==> src/rtl/ecdsa_pkg.sv <==
// rtl/ecdsa_pkg.sv - shared constants, field offsets and FSM encoding for the signature serializer
package ecdsa_pkg;

  localparam int SIG_BYTES = 65;
  localparam int R_MSB     = 519;
  localparam int S_MSB     = 263;
  localparam int V_MSB     = 7;

  localparam logic [7:0] V_EVEN   = 8'd27;
  localparam logic [7:0] V_ODD    = 8'd28;
  localparam logic [7:0] ERR_CODE = 8'hEE;

  typedef enum logic [1:0] {
    ST_IDLE = 2'd0,
    ST_SEND = 2'd1,
    ST_ERR  = 2'd2,
    ST_DONE = 2'd3
  } state_e;

  function automatic logic [255:0] sig_r(input logic [R_MSB:0] sig);
    return sig[R_MSB:S_MSB+1];
  endfunction

  function automatic logic [255:0] sig_s(input logic [R_MSB:0] sig);
    return sig[S_MSB:V_MSB+1];
  endfunction

  // Ethereum recovery id is only meaningful as 27 or 28.
  function automatic logic v_is_valid(input logic [7:0] v);
    return (v == V_EVEN) || (v == V_ODD);
  endfunction

endpackage

==> src/rtl/ecdsa_sig_serializer_if.sv <==
// rtl/ecdsa_sig_serializer_if.sv - byte-wide frame stream toward the host link
interface ecdsa_sig_serializer_if;

  logic [7:0] tx_data;
  logic       tx_valid;
  logic       tx_ready;
  logic       tx_last;

  modport master (
    output tx_data,
    output tx_valid,
    output tx_last,
    input  tx_ready
  );

  modport slave (
    input  tx_data,
    input  tx_valid,
    input  tx_last,
    output tx_ready
  );

endinterface

==> src/rtl/ecdsa_sig_serializer.sv <==
// rtl/ecdsa_sig_serializer.sv - captures the signer's {r,s,v} result and streams it as a byte frame
module ecdsa_sig_serializer #(
  parameter int         SIG_BYTES = ecdsa_pkg::SIG_BYTES,
  parameter bit         CHECK_V   = 1'b1,
  parameter logic [7:0] ERR_CODE  = ecdsa_pkg::ERR_CODE
) (
  input  logic                       clk,
  input  logic                       rst_n,
  input  logic [SIG_BYTES*8-1:0]     sig_in,
  input  logic                       sig_done,
  input  logic                       sig_error,
  ecdsa_sig_serializer_if.master     tx,
  output logic                       busy,
  output logic                       frame_done,
  output logic                       overrun,
  output logic                       bad_v
);

  import ecdsa_pkg::*;

  localparam int         TOP      = SIG_BYTES*8 - 1;
  localparam logic [6:0] LAST_IDX = 7'(SIG_BYTES - 1);

  state_e             state_q;
  state_e             state_d;
  logic [TOP:0]       shreg_q;
  logic [6:0]         cnt_q;
  logic               overrun_q;
  logic               bad_v_q;

  logic               capture;
  logic               shift_en;
  logic               valid_c;
  logic               last_c;
  logic [7:0]         data_c;

  always_ff @(posedge clk) begin
    if (!rst_n) begin
      state_q <= ST_IDLE;
    end else begin
      state_q <= state_d;
    end
  end

  // Outputs are decoded from state so data/last cannot move during a stall.
  always_comb begin
    state_d  = state_q;
    capture  = 1'b0;
    shift_en = 1'b0;
    valid_c  = 1'b0;
    last_c   = 1'b0;
    data_c   = 8'h00;
    case (state_q)
      ST_IDLE: begin
        if (sig_error) begin
          state_d = ST_ERR;
        end else if (sig_done) begin
          state_d = ST_SEND;
          capture = 1'b1;
        end
      end
      ST_SEND: begin
        valid_c  = 1'b1;
        data_c   = shreg_q[TOP -: 8];
        last_c   = (cnt_q == LAST_IDX);
        shift_en = tx.tx_ready;
        if (tx.tx_ready && last_c) begin
          state_d = ST_DONE;
        end
      end
      ST_ERR: begin
        valid_c = 1'b1;
        data_c  = ERR_CODE;
        last_c  = 1'b1;
        if (tx.tx_ready) begin
          state_d = ST_DONE;
        end
      end
      ST_DONE: begin
        state_d = ST_IDLE;
      end
      default: begin
        state_d = ST_IDLE;
      end
    endcase
  end

  always_ff @(posedge clk) begin
    if (!rst_n) begin
      shreg_q   <= '0;
      cnt_q     <= '0;
      overrun_q <= 1'b0;
      bad_v_q   <= 1'b0;
    end else begin
      // Anything arriving outside IDLE is dropped; DONE counts as busy.
      overrun_q <= (sig_done || sig_error) && (state_q != ST_IDLE);
      if (capture) begin
        shreg_q <= sig_in;
        cnt_q   <= '0;
        bad_v_q <= CHECK_V ? !v_is_valid(sig_in[V_MSB:0]) : 1'b0;
      end else if (shift_en) begin
        shreg_q <= shreg_q << 8;
        if (!last_c) begin
          cnt_q <= cnt_q + 7'd1;
        end
      end
      if (state_q == ST_DONE) begin
        cnt_q <= '0;
      end
    end
  end

  assign tx.tx_valid = valid_c;
  assign tx.tx_data  = data_c;
  assign tx.tx_last  = last_c;
  assign busy        = (state_q != ST_IDLE);
  assign frame_done  = (state_q == ST_DONE);
  assign overrun     = overrun_q;
  assign bad_v       = bad_v_q;

endmodule
==> src/flat_wrapper.sv <==
// flat-port wrapper written by rule: the top's interface ports become plain ports
module ecdsa_sig_serializer_flat import ecdsa_pkg::*;
#(
  parameter int         SIG_BYTES = ecdsa_pkg::SIG_BYTES,
  parameter bit         CHECK_V   = 1'b1,
  parameter logic [7:0] ERR_CODE  = ecdsa_pkg::ERR_CODE
)
  (clk, rst_n, sig_in, sig_done, sig_error, busy, frame_done, overrun, bad_v, tx_tx_data, tx_tx_valid, tx_tx_last, tx_tx_ready);
  ecdsa_sig_serializer_if tx_i ();
  input  logic clk;
  input  logic rst_n;
  input  logic [SIG_BYTES*8-1:0] sig_in;
  input  logic sig_done;
  input  logic sig_error;
  output logic busy;
  output logic frame_done;
  output logic overrun;
  output logic bad_v;
  output wire logic [$bits(tx_i.tx_data)-1:0] tx_tx_data;
  output wire logic [$bits(tx_i.tx_valid)-1:0] tx_tx_valid;
  output wire logic [$bits(tx_i.tx_last)-1:0] tx_tx_last;
  input wire logic [$bits(tx_i.tx_ready)-1:0] tx_tx_ready;
  assign tx_tx_data = tx_i.tx_data;
  assign tx_tx_valid = tx_i.tx_valid;
  assign tx_tx_last = tx_i.tx_last;
  assign tx_i.tx_ready = tx_tx_ready;
  ecdsa_sig_serializer #(.SIG_BYTES(SIG_BYTES), .CHECK_V(CHECK_V), .ERR_CODE(ERR_CODE)) u_core (.clk(clk), .rst_n(rst_n), .sig_in(sig_in), .sig_done(sig_done), .sig_error(sig_error), .tx(tx_i), .busy(busy), .frame_done(frame_done), .overrun(overrun), .bad_v(bad_v));
endmodule
==> config.mk <==
export PLATFORM = sky130hd
export DESIGN_NAME = ecdsa_sig_serializer_flat
export DESIGN_NICKNAME = d
export VERILOG_FILES = /design/src/rtl/ecdsa_pkg.sv /design/src/rtl/ecdsa_sig_serializer_if.sv /design/src/rtl/ecdsa_sig_serializer.sv /design/src/flat_wrapper.sv
export SDC_FILE = /design/constraint.sdc
export NUM_CORES = 1
export LEC_CHECK = 0
export CORE_ASPECT_RATIO = 0.8
export CORE_MARGIN = 10
export CORE_UTILIZATION = 34
export CTS_CLUSTER_SIZE = 24
export DETAILED_ROUTE_END_ITERATION = 8
export PLACE_DENSITY = 0.69
export SYNTH_ARGS = -nofsm -noshare
export SYNTH_HDL_FRONTEND = slang
export SYNTH_SLANG_ARGS = --single-unit
export TNS_END_PERCENT = 30
==> constraint.sdc <==
create_clock -name clk -period 4.56 [get_ports clk]
set_input_delay 0.456 -clock clk [delete_from_list [all_inputs] [get_ports clk]]
set_output_delay 0.456 -clock clk [all_outputs]
set_load 0.01 [all_outputs]
==> results <==
- The run finished with clean final reports.
- The worst register-to-register path has a setup slack of roughly 1.8 ns.
- The final weighted congestion in routability-driven placement is approximately 0.9.
- Timing analysis after detailed placement gives a worst setup slack of 1.66 ns.
- Final hold analysis gives a worst-case slack of 0.393 ns.
- The final total negative setup slack is 0 ns.
- The normalized max-slew margin is 35.0%.
- The combinational group share of total power is 31.0%.
- In this run the cell area measured after placement is 30000 µm².
- STA classifies the critical path startpoint as a flip-flop.
- The critical path start-end classification is flip-flop to output pin.
- Internal power comes to 10500 µW.
- Ranked by total cell area, the synthesized netlist is headed by sky130_fd_sc_hd__dfxtp_1 44%, sky130_fd_sc_hd__o211a_1 21%, sky130_fd_sc_hd__nand2_1 16%.
- Global routing used 18.4% of the available tracks.
- The prevailing post-synth register cell is sky130_fd_sc_hd__dfxtp_1.
- The maximum number of buffers from clock root to sink is 3.
- The core outline area is 70300 µm².
- The fraction of layout cells with a size suffix above 1 is 4.35%.
- The worst-case IR drop observed on VDD is 283 µV.
- The instance count along the most critical hold path is 2.
- The number of clock buffers inserted by TritonCTS is 55.
- The launching point of the worst reg2reg path is u_core.state_q[1]$_SDFFE_PN0P_.
- Of all cell types, the one taking the most synthesized area is sky130_fd_sc_hd__dfxtp_1.
- For the worst flop-to-flop path, the logic depth is 8.
- The endpoint identified for the worst register-to-register timing path is u_core.shreg_q[290]$_SDFFE_PN0P_.
- The final count of pins violating max slew is 0.
- The worst setup skew after layout is 0.0108 ns.
- For this design the total switching power over the nets is ~5200 µW.
- The count of unique library cells instantiated by Yosys is 39.
- The first global-routing pass estimated ~120000 µm of wire.
- The path with the worst hold slack has its endpoint at u_core.shreg_q[55]$_SDFFE_PN0P_.
- The count of endpoints failing setup in the final report is 0.
- Across all setup checks in the final design, the least slack found is 1.45 ns.
- In the final routed layout, each cell accounts on average for 18.6 µm.
- The number of cell rows is between 80 and 90.
- In this design, the stage delay of the slowest critical-path cell is 0.64 ns.
- The worst hold path belongs to the class input port to flip-flop.
- Data on the critical path is required at its endpoint by 4.10 ns.
- Sequential cells were found to cover 44.2% of the synthesized design area.
- The remaining global-route overflow is 0.
- In this run the static leakage power is 0.0165 µW.
- Along the worst path, the maximum fanout reaches 6.
- Buffers added to address setup during post-CTS repair amount to 0.
- In this run the count of I/O pins placed on the die edge is 539.
- The library cell used most frequently in the layout, excluding fill and tap cells, is sky130_fd_sc_hd__nand2_1.
- The number of global-route vias before repair is between 20000 and 25000.
- In this run the cell area of the synthesized design comes to 24100 µm².
- Using the TritonRoute via totals, the vias-per-cell ratio works out to 5.23.
- The number of enable flip-flop cells after synthesis is 0.
- The arrival time of data at the critical path endpoint is 2.66 ns.
- The net count after synthesis is 3509.
- Of all flip-flops after synthesis, the portion carrying an async set or reset was 0%.
- The beginning of the worst hold path is rst_n.
- Based on the critical path, the design can be clocked at up to 0.321 GHz.
- The height of the chip is 258 µm.
- The part of the power in registers is 39.0%.
- The die is 317 µm wide.
- Dividing total power by cell area gives a power density of between 400 and 500 nW/µm².
- For this block, the initial DRC count from the detailed router was 2133.
- The initial antenna violation count was 19.
- For the pin with the worst max-slew slack, the measured transition is 0.975 ns.
- The routed layout has between 20000 and 25000 vias.
- The tree is rooted in a sky130_fd_sc_hd__clkbuf_16.
- The count of input and output buffers is 538.
- The later-pin clock latency in the skew report is ~0.60 ns.
- The hold violation total from the final report is 0.
- The share of synthesized area in the top cell type comes to 44.2%.
- The area growth from synthesis to layout is 32.4%.
- Subtracting the final worst setup slack from the clock period gives 3.11 ns.
- The starting density of the core is 34.2%.
- The clock tree from TritonCTS is yes.
- The post-synthesis instance total is 2977.
- The clock tree synthesis step divided the H-tree into 2 levels.
- After detailed routing, the number of remaining DRC violations is 0.
- The cell at the slowest stage of the critical path is sky130_fd_sc_hd__clkdlybuf4s50_1.
- STA classifies the critical path endpoint as an output pin.
- Setup repair after global routing left no endpoint under its margin.
- The top cell types in the final layout, fill and taps aside, are 1041 x sky130_fd_sc_hd__nand2_1, 537 x sky130_fd_sc_hd__clkdlybuf4s50_1, 531 x sky130_fd_sc_hd__dfxtp_1.
- Across the run, the number of max-cap violations was 0.
- After clock tree synthesis, the clock-pin slew on the worst setup and hold paths is 0.06 ns.
- The number of gates resized after CTS was 0.
- The cell area after layout is 31800 µm².
- The critical path goes through or4b_4 -> nor3b_1 -> a21oi_1 -> nor2_1 -> clkdlybuf4s50_1.
- Entering global routing, the biggest net connects roughly 180 pins.
- The sum of routed wire length over all layers is between 80000 and 90000 µm.
- The clock network accounts for 29.9% of the total power.
- The number of hold buffers added after CTS is 0.
- The post-detailed-route count of antenna-violating nets is 0.
- Net switching is 33.0% of the power.
- For this run, the number of Yosys warnings is 0.
- Counting flops and latches in the post-synthesis netlist gives 531.
- For this design, the sink count on the clock tree is 531.
- The average cell area after synthesis is 8.08 µm².
- The HPWL after detailed placement is roughly 57000 µm.
- The die covers 81900 µm².
- Of the available clock period, the critical path in the final layout requires 68.3%.
- In the final design database the tool counted between 3000 and 4000 nets.
- The first detailed-routing pass took 6 iterations.
- The count of fill cells added during filler insertion is approximately 7000.
- The final design utilization is 45.3%.
cells in the mapped netlist, drive strengths merged (6+ instances only):
cell       n
a21boi     8
a21oi     11
buf       84
clkbuf   206
dfxtp    531
ha         7
inv        6
nand2   1042
nand3    521
nor2      11
o211a    513
o21ai      7
per-stage QoR:
| step | total power (µW) | instances |
|---|---|---|
| 6_report | 15700 | 4314 |
| 5_1_grt | 16700 | 4311 |
| 3_3_place_gp | 11000 | 4213 |
| 3_5_place_dp | 11100 | 4213 |
| 2_1_floorplan | 9550 | 2977 |
| 4_1_cts | 15800 | 4310 |
final cells by class:
| cell class | instances | area (µm²) | share of cell area (%) |
|---|---|---|---|
| multi-input cells | 2150 | 12200 | 38.4 |
| flip-flops and latches | 531 | 10600 | 33.4 |
| repair buffers | 592 | 5950 | 18.7 |
| clock buffers | 77 | 1560 | 4.90 |
| well taps | 934 | 1170 | 3.67 |
| clock inverters | 20 | 289 | 0.908 |
| inverters | 6 | 22.5 | 0.0707 |
| diodes | 4 | 10.0 | 0.0314 |
cells by family (layout without fill, tap and decap cells):
group / count (synthesis) / count (layout) / synth area share (%)
fa+ha+maj: 7 / 7 / 0.364
buf+inv: 296 / 695 / 5.08
compound gates: 546 / 546 / 22.3
mux: 3 / 3 / 0.125
other cells: 0 / 4 / 0
simple gates: 1592 / 1592 / 27.8
flops: 531 / 531 / 44.2
xor+xnor: 2 / 2 / 0.0728
power by group through the flow:
stage               Clock [µW]  Sequential [µW]  Combinational, µW
floorplan                    0             6030               3520
global placement             0             6200               4760
detailed placement           0             6210               4850
CTS                       4810             6110               4880
global route              4990             6220               5450
finish                    4690             6120               4860
critical path, delay by kind of cell, from the launching register on:
family / cells / cell delay, ns
AND/OR/NAND/NOR: 3 / 0.97
buffers and inverters: 1 / 0.64
flip-flops: 1 / 0.36
AO/OA/AOI/OAI: 1 / 0.10
metal layers:
layer	vias up	track usage, %	part of all wire [%]
met4	36	4.36	2.0
li1	11097	-	-
met5	-	0	0.31
met3	129	5.15	8.5
met1	10613	24.6	44
met2	675	29.0	45
worst max-delay path by stage:
stage | to | start | cells past startpoint
finish | tx_tx_last | u_core.cnt_q[2]$_SDFFE_PP0P_ | 5
CTS | tx_tx_last | u_core.cnt_q[2]$_SDFFE_PP0P_ | 5
global placement | u_core.shreg_q[115]$_SDFFE_PN0P_ | sig_error | 6
detailed placement | u_core.shreg_q[97]$_SDFFE_PN0P_ | sig_error | 6
global route | tx_tx_last | u_core.cnt_q[2]$_SDFFE_PP0P_ | 5
floorplan | u_core.cnt_q[4]$_SDFFE_PP0P_ | u_core.state_q[0]$_SDFFE_PN0P_ | 6
flip-flops by register name, indices dropped and copies added (netlist names):
signal	flops
u_core.cnt_q	7
u_core.overrun	1
u_core.shreg_q	520
u_core.bad_v	1
u_core.state_q	2
Note: power is estimated with default switching activity, not from simulation.
